## src/rtl/img_pkg.sv

```systemverilog
// ---------------------------------------------------------------------------
// img_pkg
// Shared definitions for the image pipeline blocks: pixel-pair layout,
// arbiter state encoding, default frame geometry and a counter-width helper.
// ---------------------------------------------------------------------------
package img_pkg;

   // A pixel pair is {R0,G0,B0,R1,G1,B1}, eight bits per channel.
   localparam int PIX_PAIR_W = 48;
   localparam int CH_W       = 8;
   localparam int R0_LSB     = 40;
   localparam int G0_LSB     = 32;
   localparam int B0_LSB     = 24;
   localparam int R1_LSB     = 16;
   localparam int G1_LSB     = 8;
   localparam int B1_LSB     = 0;

   // Frame geometry of the existing image_read/image_write flow.
   localparam int DEF_WIDTH  = 768;
   localparam int DEF_HEIGHT = 512;
   localparam int DEF_GAP    = 4;

   typedef enum logic [1:0] {
      ST_IDLE = 2'd0,
      ST_XFER = 2'd1,
      ST_GAP  = 2'd2
   } arb_state_e;

   // Bits needed to count 0..n-1, never less than one bit.
   function automatic int cnt_w(input int n);
      return (n > 1) ? $clog2(n) : 1;
   endfunction

endpackage

```

## src/rtl/pixel_line_arb.sv

```systemverilog
// ---------------------------------------------------------------------------
// pixel_line_arb
// Shares one pixel-pair sink between two sources, one full image row at a
// time. A row owner is picked round-robin, its WIDTH/2 beats are forwarded
// through one register stage, then the sink stays idle for GAP cycles.
//
// Ports
//   HCLK, HRESETn            clock, asynchronous active-low reset
//   req0/req1                source has a full row ready
//   valid0/valid1            source presents a pixel pair (used only when granted)
//   pix0/pix1                packed pixel pair {R0,G0,B0,R1,G1,B1}
//   grant0/grant1            row ownership, one-hot or zero
//   data_write               output beat strobe
//   DATA_WRITE_R0..B1        registered pixel pair of the granted source
//   line_done/frame_done     pulses alongside the last beat of a row / frame
//   line_idx                 row currently being (or next to be) transferred
// ---------------------------------------------------------------------------
module pixel_line_arb
   import img_pkg::*;
#(
   parameter int WIDTH  = DEF_WIDTH,
   parameter int HEIGHT = DEF_HEIGHT,
   parameter int GAP    = DEF_GAP
)(
   input  logic                      HCLK,
   input  logic                      HRESETn,
   input  logic                      req0,
   input  logic                      req1,
   input  logic                      valid0,
   input  logic                      valid1,
   input  logic [PIX_PAIR_W-1:0]     pix0,
   input  logic [PIX_PAIR_W-1:0]     pix1,
   output logic                      grant0,
   output logic                      grant1,
   output logic                      data_write,
   output logic [CH_W-1:0]           DATA_WRITE_R0,
   output logic [CH_W-1:0]           DATA_WRITE_G0,
   output logic [CH_W-1:0]           DATA_WRITE_B0,
   output logic [CH_W-1:0]           DATA_WRITE_R1,
   output logic [CH_W-1:0]           DATA_WRITE_G1,
   output logic [CH_W-1:0]           DATA_WRITE_B1,
   output logic                      line_done,
   output logic                      frame_done,
   output logic [cnt_w(HEIGHT)-1:0]  line_idx
);

   localparam int BEATS  = WIDTH / 2;
   localparam int BEAT_W = cnt_w(BEATS);
   localparam int LINE_W = cnt_w(HEIGHT);
   localparam int GAP_W  = cnt_w(GAP);

   localparam logic [BEAT_W-1:0] BEAT_LAST = BEAT_W'(BEATS - 1);
   localparam logic [LINE_W-1:0] LINE_LAST = LINE_W'(HEIGHT - 1);
   localparam logic [GAP_W-1:0]  GAP_LAST  = GAP_W'((GAP > 0) ? GAP - 1 : 0);

   if ((WIDTH % 2) != 0 || WIDTH < 2 || HEIGHT < 1 || GAP < 0) begin : g_bad_params
      $error("pixel_line_arb: WIDTH must be even and >= 2, HEIGHT >= 1, GAP >= 0");
   end

   arb_state_e              r_state;
   arb_state_e              w_state_nxt;
   logic                    r_grant0;
   logic                    r_grant1;
   logic                    w_grant0_nxt;
   logic                    w_grant1_nxt;
   logic [BEAT_W-1:0]       r_beat_cnt;
   logic [BEAT_W-1:0]       w_beat_nxt;
   logic [GAP_W-1:0]        r_gap_cnt;
   logic [GAP_W-1:0]        w_gap_nxt;
   logic                    r_last_served;
   logic                    w_last_srv_nxt;
   logic [LINE_W-1:0]       r_line_idx;
   logic [LINE_W-1:0]       w_line_nxt;
   logic                    w_pick1;

   logic                    r_data_write;
   logic [PIX_PAIR_W-1:0]   r_pix;
   logic                    r_line_done;
   logic                    r_frame_done;

   logic                    w_accept;
   logic                    w_last_beat;
   logic [PIX_PAIR_W-1:0]   w_pix_sel;

   // Grants are only ever high in XFER, so a granted valid is a beat.
   assign w_accept    = (r_grant0 & valid0) | (r_grant1 & valid1);
   assign w_last_beat = w_accept & (r_beat_cnt == BEAT_LAST);
   assign w_pix_sel   = r_grant1 ? pix1 : pix0;

   // -------------------------------------------------------------------------
   // Next-state and arbitration
   // -------------------------------------------------------------------------
   always_comb begin
      // NOTE: every signal takes its hold value first, so no path through the
      // case can leave one unassigned and infer a latch.
      w_state_nxt    = r_state;
      w_grant0_nxt   = r_grant0;
      w_grant1_nxt   = r_grant1;
      w_beat_nxt     = r_beat_cnt;
      w_gap_nxt      = r_gap_cnt;
      w_last_srv_nxt = r_last_served;
      w_line_nxt     = r_line_idx;
      w_pick1        = 1'b0;

      case (r_state)
         ST_IDLE: begin
            if (req0 | req1) begin
               // Source 1 wins alone, or on a tie when source 0 was served last.
               w_pick1      = req1 & (~req0 | ~r_last_served);
               w_grant0_nxt = ~w_pick1;
               w_grant1_nxt = w_pick1;
               w_beat_nxt   = '0;
               w_state_nxt  = ST_XFER;
            end
         end

         ST_XFER: begin
            if (w_last_beat) begin
               w_beat_nxt     = '0;
               w_gap_nxt      = '0;
               w_grant0_nxt   = 1'b0;
               w_grant1_nxt   = 1'b0;
               w_last_srv_nxt = r_grant1;
               w_line_nxt     = (r_line_idx == LINE_LAST) ? '0 : r_line_idx + LINE_W'(1);
               w_state_nxt    = (GAP == 0) ? ST_IDLE : ST_GAP;
            end else if (w_accept) begin
               w_beat_nxt = r_beat_cnt + BEAT_W'(1);
            end
         end

         ST_GAP: begin
            if (r_gap_cnt == GAP_LAST) begin
               w_gap_nxt   = '0;
               w_state_nxt = ST_IDLE;
            end else begin
               w_gap_nxt = r_gap_cnt + GAP_W'(1);
            end
         end

         default: begin
            w_state_nxt  = ST_IDLE;
            w_grant0_nxt = 1'b0;
            w_grant1_nxt = 1'b0;
         end
      endcase
   end

   // -------------------------------------------------------------------------
   // State register
   // -------------------------------------------------------------------------
   always_ff @(posedge HCLK or negedge HRESETn) begin
      if (!HRESETn) begin
         r_state <= ST_IDLE;
      end else begin
         // NOTE: non-blocking so every register samples pre-edge values,
         // independent of block ordering.
         r_state <= w_state_nxt;
      end
   end

   // -------------------------------------------------------------------------
   // Control counters
   // -------------------------------------------------------------------------
   always_ff @(posedge HCLK or negedge HRESETn) begin
      if (!HRESETn) begin
         r_grant0      <= 1'b0;
         r_grant1      <= 1'b0;
         r_beat_cnt    <= '0;
         r_gap_cnt     <= '0;
         r_last_served <= 1'b1;
         r_line_idx    <= '0;
      end else begin
         r_grant0      <= w_grant0_nxt;
         r_grant1      <= w_grant1_nxt;
         r_beat_cnt    <= w_beat_nxt;
         r_gap_cnt     <= w_gap_nxt;
         r_last_served <= w_last_srv_nxt;
         r_line_idx    <= w_line_nxt;
      end
   end

   // -------------------------------------------------------------------------
   // Output stage: one register between the granted source and the sink
   // -------------------------------------------------------------------------
   always_ff @(posedge HCLK or negedge HRESETn) begin
      if (!HRESETn) begin
         // NOTE: the pixel register is reset too, because the sink sees
         // DATA_WRITE_* as 0x00 until the first beat; it is a single flop
         // bank, not a memory, so the reset costs nothing in timing.
         r_data_write <= 1'b0;
         r_pix        <= '0;
         r_line_done  <= 1'b0;
         r_frame_done <= 1'b0;
      end else begin
         r_data_write <= w_accept;
         if (w_accept) begin
            r_pix <= w_pix_sel;
         end
         r_line_done  <= w_last_beat;
         r_frame_done <= w_last_beat & (r_line_idx == LINE_LAST);
      end
   end

   assign grant0        = r_grant0;
   assign grant1        = r_grant1;
   assign data_write    = r_data_write;
   assign DATA_WRITE_R0 = r_pix[R0_LSB +: CH_W];
   assign DATA_WRITE_G0 = r_pix[G0_LSB +: CH_W];
   assign DATA_WRITE_B0 = r_pix[B0_LSB +: CH_W];
   assign DATA_WRITE_R1 = r_pix[R1_LSB +: CH_W];
   assign DATA_WRITE_G1 = r_pix[G1_LSB +: CH_W];
   assign DATA_WRITE_B1 = r_pix[B1_LSB +: CH_W];
   assign line_done     = r_line_done;
   assign frame_done    = r_frame_done;
   assign line_idx      = r_line_idx;

endmodule

```

## config.mk

```make
export PLATFORM = sky130hd
export DESIGN_NAME = pixel_line_arb
export DESIGN_NICKNAME = d
export VERILOG_FILES = /design/src/rtl/img_pkg.sv /design/src/rtl/pixel_line_arb.sv
export SDC_FILE = /design/constraint.sdc
export NUM_CORES = 1
export LEC_CHECK = 0
export CAP_MARGIN = 10
export CORE_MARGIN = 2
export CORE_UTILIZATION = 60
export DETAILED_ROUTE_END_ITERATION = 10
export DONT_BUFFER_PORTS = 1
export GPL_TIMING_DRIVEN = 0
export PLACE_DENSITY = 0.87
export SLEW_MARGIN = 15
export SYNTH_ARGS = -nofsm -noshare
export SYNTH_HDL_FRONTEND = slang
export SYNTH_SLANG_ARGS = --single-unit
```

## constraint.sdc

```tcl
create_clock -name HCLK -period 5.3 [get_ports HCLK]
set_clock_uncertainty 0.1 [all_clocks]
set_input_delay 0.53 -clock HCLK [delete_from_list [all_inputs] [get_ports HCLK]]
set_output_delay 0.53 -clock HCLK [all_outputs]
set_load 0.005 [all_outputs]
```

=== Word level (Yosys, flattened, before mapping) ===
Cells that the tools add are included.

* Register bits after elaboration: 76
* Output and inout port bits: 62

* $add $sub $neg: 3
* Reductions and logical operators: 8
* Mux-type cells: 18
* Equal/unequal tests: 9
* Bitwise gates (word level): 12

{| class="wikitable"
|+ Operators by type and width
! operator !! number
|-
| $mux 48 || 1
|-
| $mux 9 || 4
|-
| $add 9x1->9 const B || 2
|-
| $eq 9x9->1 const B || 2
|-
| $pmux 9 s2 || 1
|-
| $mux 2 || 5
|-
| $reduce_and 3->1 || 3
|-
| $ne 2x2->1 const B || 3
|-
| $pmux 1 s3 || 2
|-
| $pmux 2 s3 || 1
|-
| $and 1x1->1 || 5
|-
| $eq 2x2->1 const B || 2
|-
| $not 1->1 || 4
|-
| $pmux 2 s2 || 1
|-
| $reduce_and 2->1 || 2
|-
| $reduce_bool 2->1 || 2
|-
| $mux 1 || 3
|-
| $ne 3x3->1 const B || 1
|-
| $or 1x1->1 || 3
|-
| $add 2x1->2 const B || 1
|-
| $eq 2x1->1 const B || 1
|-
| $logic_not 2->1 || 1
|}

=== Depth between registers and ports, before layout ===
Gate-level depths: netlist (run 1).

* Depth in word-level cells: 6
* Mapped depth: 8
* Depth with buffers taken out: 7

=== Worst setup path after synthesis (run 1) ===
No wires, ideal clock.

* Path kind: reg2reg
* Start point: register r_line_idx[0] (netlist: line_idx[0])
* End point: register r_line_idx[4] (netlist: line_idx[4])
* Slack: 3,271 ps
* Arrival: 1,834 ps
* Library setup time: 95 ps
* Clock period less this slack: 2,029 ps
* Path buffers: 1
* Cell stages (with the launch flop): 9
* Cell sequence: dfrtp_1 -> ha_1 -> and4_1 -> and4_1 -> ha_1 -> clkbuf_1 -> inv_1 -> nand2b_1 -> o31ai_1

* Word-level cells in the longest chain between the ends: 2

{| class="wikitable"
|+ RTL lines
! item !! RTL line !! text
|-
| from (decl) || pixel_line_arb.sv:72 || <nowiki>logic [LINE_W-1:0] r_line_idx;</nowiki>
|-
| from (signal assigned) || pixel_line_arb.sv:178 || <nowiki>r_line_idx <= w_line_nxt;</nowiki>
|-
| $add 9x1->9 / $eq 9x9->1 (equally long branches) || pixel_line_arb.sv:124 || <nowiki>w_line_nxt = (r_line_idx == LINE_LAST) ? '0 : r_line_idx + LINE_W'(1);</nowiki>
|-
| $mux 9 * || pixel_line_arb.sv:124 ||
|}

Every way passes the cells marked *; elsewhere a longest branch is shown, timed or not.
A chain may end at the register's enable or synchronous reset.

=== Worst setup path after layout (run 1) ===
* Start point: register r_line_idx[0] (netlist: line_idx[0])
* End point: register r_line_idx[2] (netlist: line_idx[2])

The elaborated chain is that of the path after synthesis.

==> impl_metrics.csv, run 1 <==
group,metric,value,unit
setup_path,r2r_cells,8,
sta,slew_viol_final,0,
global_route,grt_pass1_wl,12560,µm
final_layout,area_growth,9.176,%
synth,synthCells,357,
floorplanning,io_pins,164,
worst_hold_path,min_path_type,"primary input to flip-flop",
setup_path,r2r_start,"line_idx[0]",
synth,async_reset_ff_share,100.0,%
synth,yosys-top-cells-count,"dfrtp_1 (75), nand2_1 (62), o21ai_1 (60)",
final_layout,register_area,1903,µm²
synth,synth_edf_count,0,
setup_path,crit_slowest_cell,"dfrtp_1",
setup_path,path_max_fanout,8,
sta,slew_headroom,42.70,%
floorplanning,rows,28,
clocking,htreeDepth,3,
setup_path,arrival,2470,ps
sta,rsz0062_at_grt,"false",
final_layout,stdcell_count,450,
sta,setup_viol,0,
synth,yosysMostFrequentCell,"dfrtp_1",
setup_path,cp_cell_sequence,"ha_1, and4_1, and4_1, ha_1, clkbuf_1, inv_1, nand2b_1, o21ai_1",
sta,fin_crit_sh,44.59,%
synth,yosysWarnings,0,
final_layout,antenna_cells,0,
setup_path,slowest_delay,450,ps
placement,gp_congestion,0.8100,
setup_path,startpoint,"line_idx[0]",
synth,synth_cell_types,44,
drt,antenna_left,0,
synth,yosysTopAreaCell,"dfrtp_1",
placement,place_inst,432,
floorplanning,core-area,5886,µm²
drt,drt_iter0_markers,122,
global_route,grtUsageTotal,25.32,%
setup_path,end_kind,"flip-flop",
synth,netlist_area,3627,µm²
sta,fmax,423.1,MHz
drt,wl_per_cell,19.08,µm
final_layout,finalInstanceArea,3960,µm²
clocking,clock_latency,340,ps
worst_hold_path,min_to,"grant0",
final_layout,num-nets-final,476,
final_layout,nFillCells,456,
worst_hold_path,holdCritStartpoint,"req0",
final_layout,multi_input_area,1613,µm²
outcome,status,"complete, no violations",
flow_run,drv_cap,0,
sta,worst_pin_slew,859.5,ps
sta,fin_tns_setup,0,ps
pwr,peakVddDrop,0.0002761,V
synth,syn-num-nets,463,
synth,synth-main-ff-cell,"dfrtp_1",
pwr,power_density,434.9,nW/µm²
synth,ys_seq_area_share,52.47,%
drt,viasPerCell,6.276,
drt,drcViolationCount,0,
global_route,grt_max_degree,77,
setup_path,worstPathRequired,5410,ps
placement,post-dp-hpwl,6264,µm
clocking,root_buffer,"clkbuf_8",
synth,ys_ff_latch,76,
drt,firstDrtPassIters,4,
placement,port_buffers,0,
floorplanning,die_area,6683,µm²
sta,finalCriticalPeriod,2363,ps
placement,postPlaceCellArea,3721,µm²
setup_path,r2r_setup_slack,2940,ps
floorplanning,die_h,81.75,µm
setup_path,worst_setup_path_start_kind,"flip-flop",
clocking,clockBufferDepth,2,
floorplanning,start_util,61.63,%
pwr,leakage,1.792,nW
clocking,cts-buffers-inserted,9,
global_route,grt_overflow,0,
clocking,path_clk_slew,80,ps
synth,netlist_top_cells_area,"dfrtp_1 (52%), mux2i_1 (14%), o21ai_1 (8.3%)",
synth,netlist.area_leader.share,51.74,%
drt,dr_total_vias,2824,
floorplanning,die_x,81.75,µm
setup_path,crit_type,"flip-flop to flip-flop",
setup_path,rr_endpoint,"line_idx[2]",
sta,hold_viol_final,0,
worst_hold_path,hold_depth,2,
clocking,tritoncts,"done",
final_layout,drive_above_1_share,8.267,%
drt,wirelength,8584,µm
global_route,grt_pass1_vias,2624,
clocking,clkSinkCount,76,
global_route,antenna_found_initial,0,
synth,syn_avg_cell_area,10.16,µm²
==> power breakdown <==
| part | switching, mW | internal [mW] |
|---|---|---|
| combinational | 0.215 | 0.156 |
| clock | 0.214 | 0.232 |
| sequential | 0.153 | 0.752 |
==> layer usage <==
metal | routed length (µm) | vias up | global-route usage, %
met5 | 0 | - | 0
met4 | 143 | 0 | 10.83
met3 | 635 | 11 | 7.143
met2 | 4340 | 123 | 40.73
met1 | 3463 | 1389 | 32.14
li1 | - | 1301 | -
==> cell families (layout without fill, tap and decap cells) <==
kind of cell / count (synthesis) / in the layout / share of synthesized area [%]
xor+xnor: 1 / 1 / 0.2415
fa+ha+maj: 4 / 4 / 1.380
flops: 76 / 76 / 52.47
mux: 52 / 52 / 14.42
simple gates: 108 / 108 / 14.07
compound gates: 91 / 91 / 14.35
buf+inv: 25 / 43 / 3.070
==> what timing repair did <==
action | 4_1_cts | 5_1_grt
gates resized for setup | 0 | 0
hold endpoints to repair | 76 | 0
setup buffers | 0 | 0
hold buffers | 2 | 0
==> registers in the layout, summed over array words and instances (netlist names) <==
register / flops
line_done: 1
r_pix: 48
r_beat_cnt: 9
grant1: 1
r_gap_cnt: 2
grant0: 1
r_state: 2
frame_done: 1
line_idx: 9
data_write: 1
r_last_served: 1
==> placed cells by master, fill, tap and decap left out, types with 2 or more instances in the layout <==
master / instances
inv_2: 2
buf_2: 5
ha_1: 4
buf_1: 3
clkbuf_8: 10
mux2i_1: 50
o21ai_1: 60
nand4_1: 2
nand2_1: 62
a21oi_1: 9
and3_1: 3
mux2_1: 2
nand3_1: 10
or4_1: 3
and4_1: 2
o21ai_0: 4
o41ai_1: 2
nor2b_1: 5
o31ai_1: 6
clkbuf_1: 13
o311ai_1: 2
nor2_1: 8
nor4_1: 3
dfrtp_1: 75
nand2b_1: 3
==> how the worst max path moves through the flow <==
stage	slack (ps)	endpoint	cells after the start
floorplan	3270	line_idx[4]	8
finish	2940	line_idx[2]	8
detailed placement	3020	line_idx[2]	8
global route	2770	line_idx[2]	8
global placement	3070	line_idx[4]	8
CTS	2980	line_idx[2]	8
==> worst max-delay path: cells and delay by family (launching register included) <==
kind	cells	cell delay, ps
and+or+nand+nor	3	700
AOI/OAI and AO/OA	1	110
DFF	1	450
adders and majority gates	2	410
buffers and inverters	2	450
==> final cells by class <==
type	count	share of cell area [%]
flip-flops and latches	76	48.06
multi-input cells	256	40.73
clock buffers	11	3.570
plain buffers	22	2.528
well taps	75	2.370
clock inverters	5	1.517
repair buffers	2	0.9479
inverters	3	0.2844
==> stage by stage <==
stage	total power, mW	setup slack, ps	hold WS [ps]	util [%]
floorplan	1.157	3271	134.4	-
global placement	1.249	3066	137.2	63.22
detailed placement	1.278	3016	136.6	63.22
CTS	1.735	2978	252.5	67.28
global route	1.839	2773	261.4	67.28
finish	1.722	2937	272.7	67.28
Power figures use the tool's default switching activity.
==> inputs of run 2 (changes only) <==
--- a/config.mk
+++ b/config.mk
@@ -7,11 +7,11 @@
 export LEC_CHECK = 0
 export CAP_MARGIN = 10
 export CORE_MARGIN = 2
-export CORE_UTILIZATION = 60
+export CORE_UTILIZATION = 57
 export DETAILED_ROUTE_END_ITERATION = 10
 export DONT_BUFFER_PORTS = 1
 export GPL_TIMING_DRIVEN = 0
-export PLACE_DENSITY = 0.87
+export PLACE_DENSITY = 0.86
 export SLEW_MARGIN = 15
 export SYNTH_ARGS = -nofsm -noshare
 export SYNTH_HDL_FRONTEND = slang
==> constraint.sdc (replaced) <==
create_clock -name HCLK -period 2 [get_ports HCLK]
set_clock_uncertainty 0.1 [all_clocks]
set_input_delay 0.2 -clock HCLK [delete_from_list [all_inputs] [get_ports HCLK]]
set_output_delay 0.2 -clock HCLK [all_outputs]
set_load 0.005 [all_outputs]
==> run 2 against run 1 <==
The flow now finishes with violations (negative hold slack). Sequential cell count stayed put. Combinational power grew to 3.4 times the previous value. Clock power rose to 2.8 times the previous value. Non-clock buffer count rose by 95. Critical path type unchanged.
==> impl_metrics.csv, run 2 (same netlist as run 1, synthesis figures left out) <==
group,metric,value,unit
floorplanning,core-area,6241,µm²
global_route,grt_pass1_wl,18710,µm
pwr,switchingPower,1.707,mW
drt,dr_total_vias,3486,
setup_path,crit_type,"flip-flop to flip-flop",
floorplanning,die_h,83.77,µm
clocking,path_clk_slew,90,ps
drt,wl_per_cell,21.96,µm
pwr,power_density,993.1,nW/µm²
sta,finalCriticalPeriod,1929,ps
final_layout,postLayoutCoreUtil,79.97,%
pwr,comb_power_share,25.1,%
setup_path,r2r_start,"grant1",
flow_run,drv_cap,0,
pwr,internal_power,3.249,mW
sta,slew_viol_final,0,
pwr,leakage,2.206,nW
pwr,share_seq_of_total_power,49.3,%
pwr,peakVddDrop,0.0006831,V
drt,viasPerCell,6.385,
final_layout,largest_reg_flops,48,
global_route,grtUsageTotal,34.46,%
clocking,tritoncts,"done",
sta,slew_headroom,47.43,%
floorplanning,die_area,7017,µm²
sta,worst_pin_slew,788.5,ps
clocking,root_buffer,"clkbuf_8",
final_layout,final_common_cell,"dlygate4sd3_1",
global_route,grt_pass1_vias,3637,
global_route,antenna_found_initial,0,
final_layout,regMostFlops,"r_pix",
outcome,violations,"negative hold slack",
clocking,clkSinkCount,76,
drt,wirelength,11990,µm
setup_path,worst_setup_path_start_kind,"flip-flop",
drt,firstDrtPassIters,5,
worst_hold_path,min_path_type,"primary input to asynchronous set/reset pin",
setup_path,rr_endpoint,"r_pix[38]",
sta,setup_viol,0,
clocking,clock_latency,340,ps
setup_path,end_kind,"flip-flop",
floorplanning,die_x,83.77,µm
drt,drcViolationCount,0,
setup_path,r2r_cells,5,
placement,post-dp-hpwl,6308,µm
clocking,cts-buffers-inserted,9,
setup_path,startpoint,"grant1",
placement,port_buffers,0,
clocking,clockBufferDepth,2,
final_layout,area_growth,37.60,%
sta,fin_tns_setup,0,ps
sta,fin_crit_sh,96.44,%
final_layout,final_cell_mix,"dlygate4sd3_1 (97), dfrtp_1 (74), nand2_1 (62)",
setup_path,worstPathRequired,2110,ps
pwr,swShare,34.45,%
global_route,grt_max_degree,77,
setup_path,r2r_setup_slack,70,ps
pwr,clockPowerShare,25.6,%
setup_path,path_max_fanout,10,
final_layout,antenna_cells,0,
floorplanning,io_pins,164,
global_route,grt_overflow,0,
floorplanning,rows,29,
setup_path,arrival,2030,ps
floorplanning,start_util,58.12,%
placement,gp_congestion,0.8602,
sta,fmax,518.4,MHz
final_layout,num-nets-final,571,
clocking,htreeDepth,3,
outcome,status,"finished with violations",
clocking,ctsHoldBuffers,97,
sta,hold_viol_final,77,
final_layout,drive_above_1_share,8.316,%
drt,antenna_left,0,
pwr,finalPower,4.957,mW
sta,hold_ws,-560.6,ps
drt,drt_iter0_markers,217,
==> run 2: cell types whose count changed in the layout (fill, tap and decap cells not counted), sizes merged <==
cell         previous run  this run
bufinv                  1         2
inv                     4         3
buf                    11         9
dlygate4sd3             1        97
==> run 2: timing repair <==
action | 4_1_cts | 5_1_grt
gates resized for setup | 5 | 15
pin swaps | 0 | 2
buffers inserted | 0 | 1
setup endpoints to repair | 11 | 59
endpoints found under the hold margin | 126 | 76
==> run 2: power groups by stage <==
| stage | Combinational (mW) | Sequential (mW) | Clock (mW) |
|---|---|---|---|
| 2_1_floorplan | 0.768 | 2.30 | 0 |
| 3_5_place_dp | 0.961 | 2.44 | 0 |
| 5_1_grt | 1.35 | 2.49 | 1.33 |
| 4_1_cts | 1.11 | 2.41 | 1.26 |
| 6_report | 1.24 | 2.45 | 1.27 |
| 3_3_place_gp | 0.894 | 2.42 | 0 |
==> run 2: worst max-delay path by stage <==
stage | endpoint | slack (ps) | cells after the start
2_1_floorplan | line_idx[4] | 10 | 8
4_1_cts | line_idx[7] | 5 | 7
3_3_place_gp | line_idx[2] | -200 | 8
3_5_place_dp | line_idx[4] | -240 | 8
6_report | r_pix[38] | 70 | 5
5_1_grt | line_idx[7] | -20 | 6
==> run 2: routing by layer <==
layer  global-route usage, %  wire [µm]
met1                   36.96       4089
met2                   58.91       6093
met3                   9.397        998
met4                   23.46        809
met5                       0          0
==> run 2: worst max-delay path: stages, from the launching register on <==
cell and delay [ps]:
dfrtp_1 390, buf_6 150, buf_12 110, clkbuf_1 580
mux2i_1 360, o21ai_1 120
==> run 2: cell type report <==
type,instances,area (µm²)
Clock inverter,5,77.57
Tap cell,77,96.34
Fill cell,362,1250
Timing Repair Buffer,98,991.0
Sequential cell,76,1904
Clock buffer,10,127.6
Inverter,3,11.26
Multi-Input combinational cell,256,1663
Buffer,21,120.1
==> run 2: metrics by stage <==
step | hold slack (ps) | cell area [µm²] | setup WS, ps | cells
final | -560.6 | 4991 | 71.14 | 546
after global routing | -580.4 | 4991 | -23.95 | 546
after CTS | -570.1 | 4912 | 4.832 | 545
after detailed placement | -194.6 | 3726 | -236.4 | 434
after global placement | -194.3 | 3726 | -198.1 | 434
after floorplan | -195.6 | 3630 | 11.97 | 357
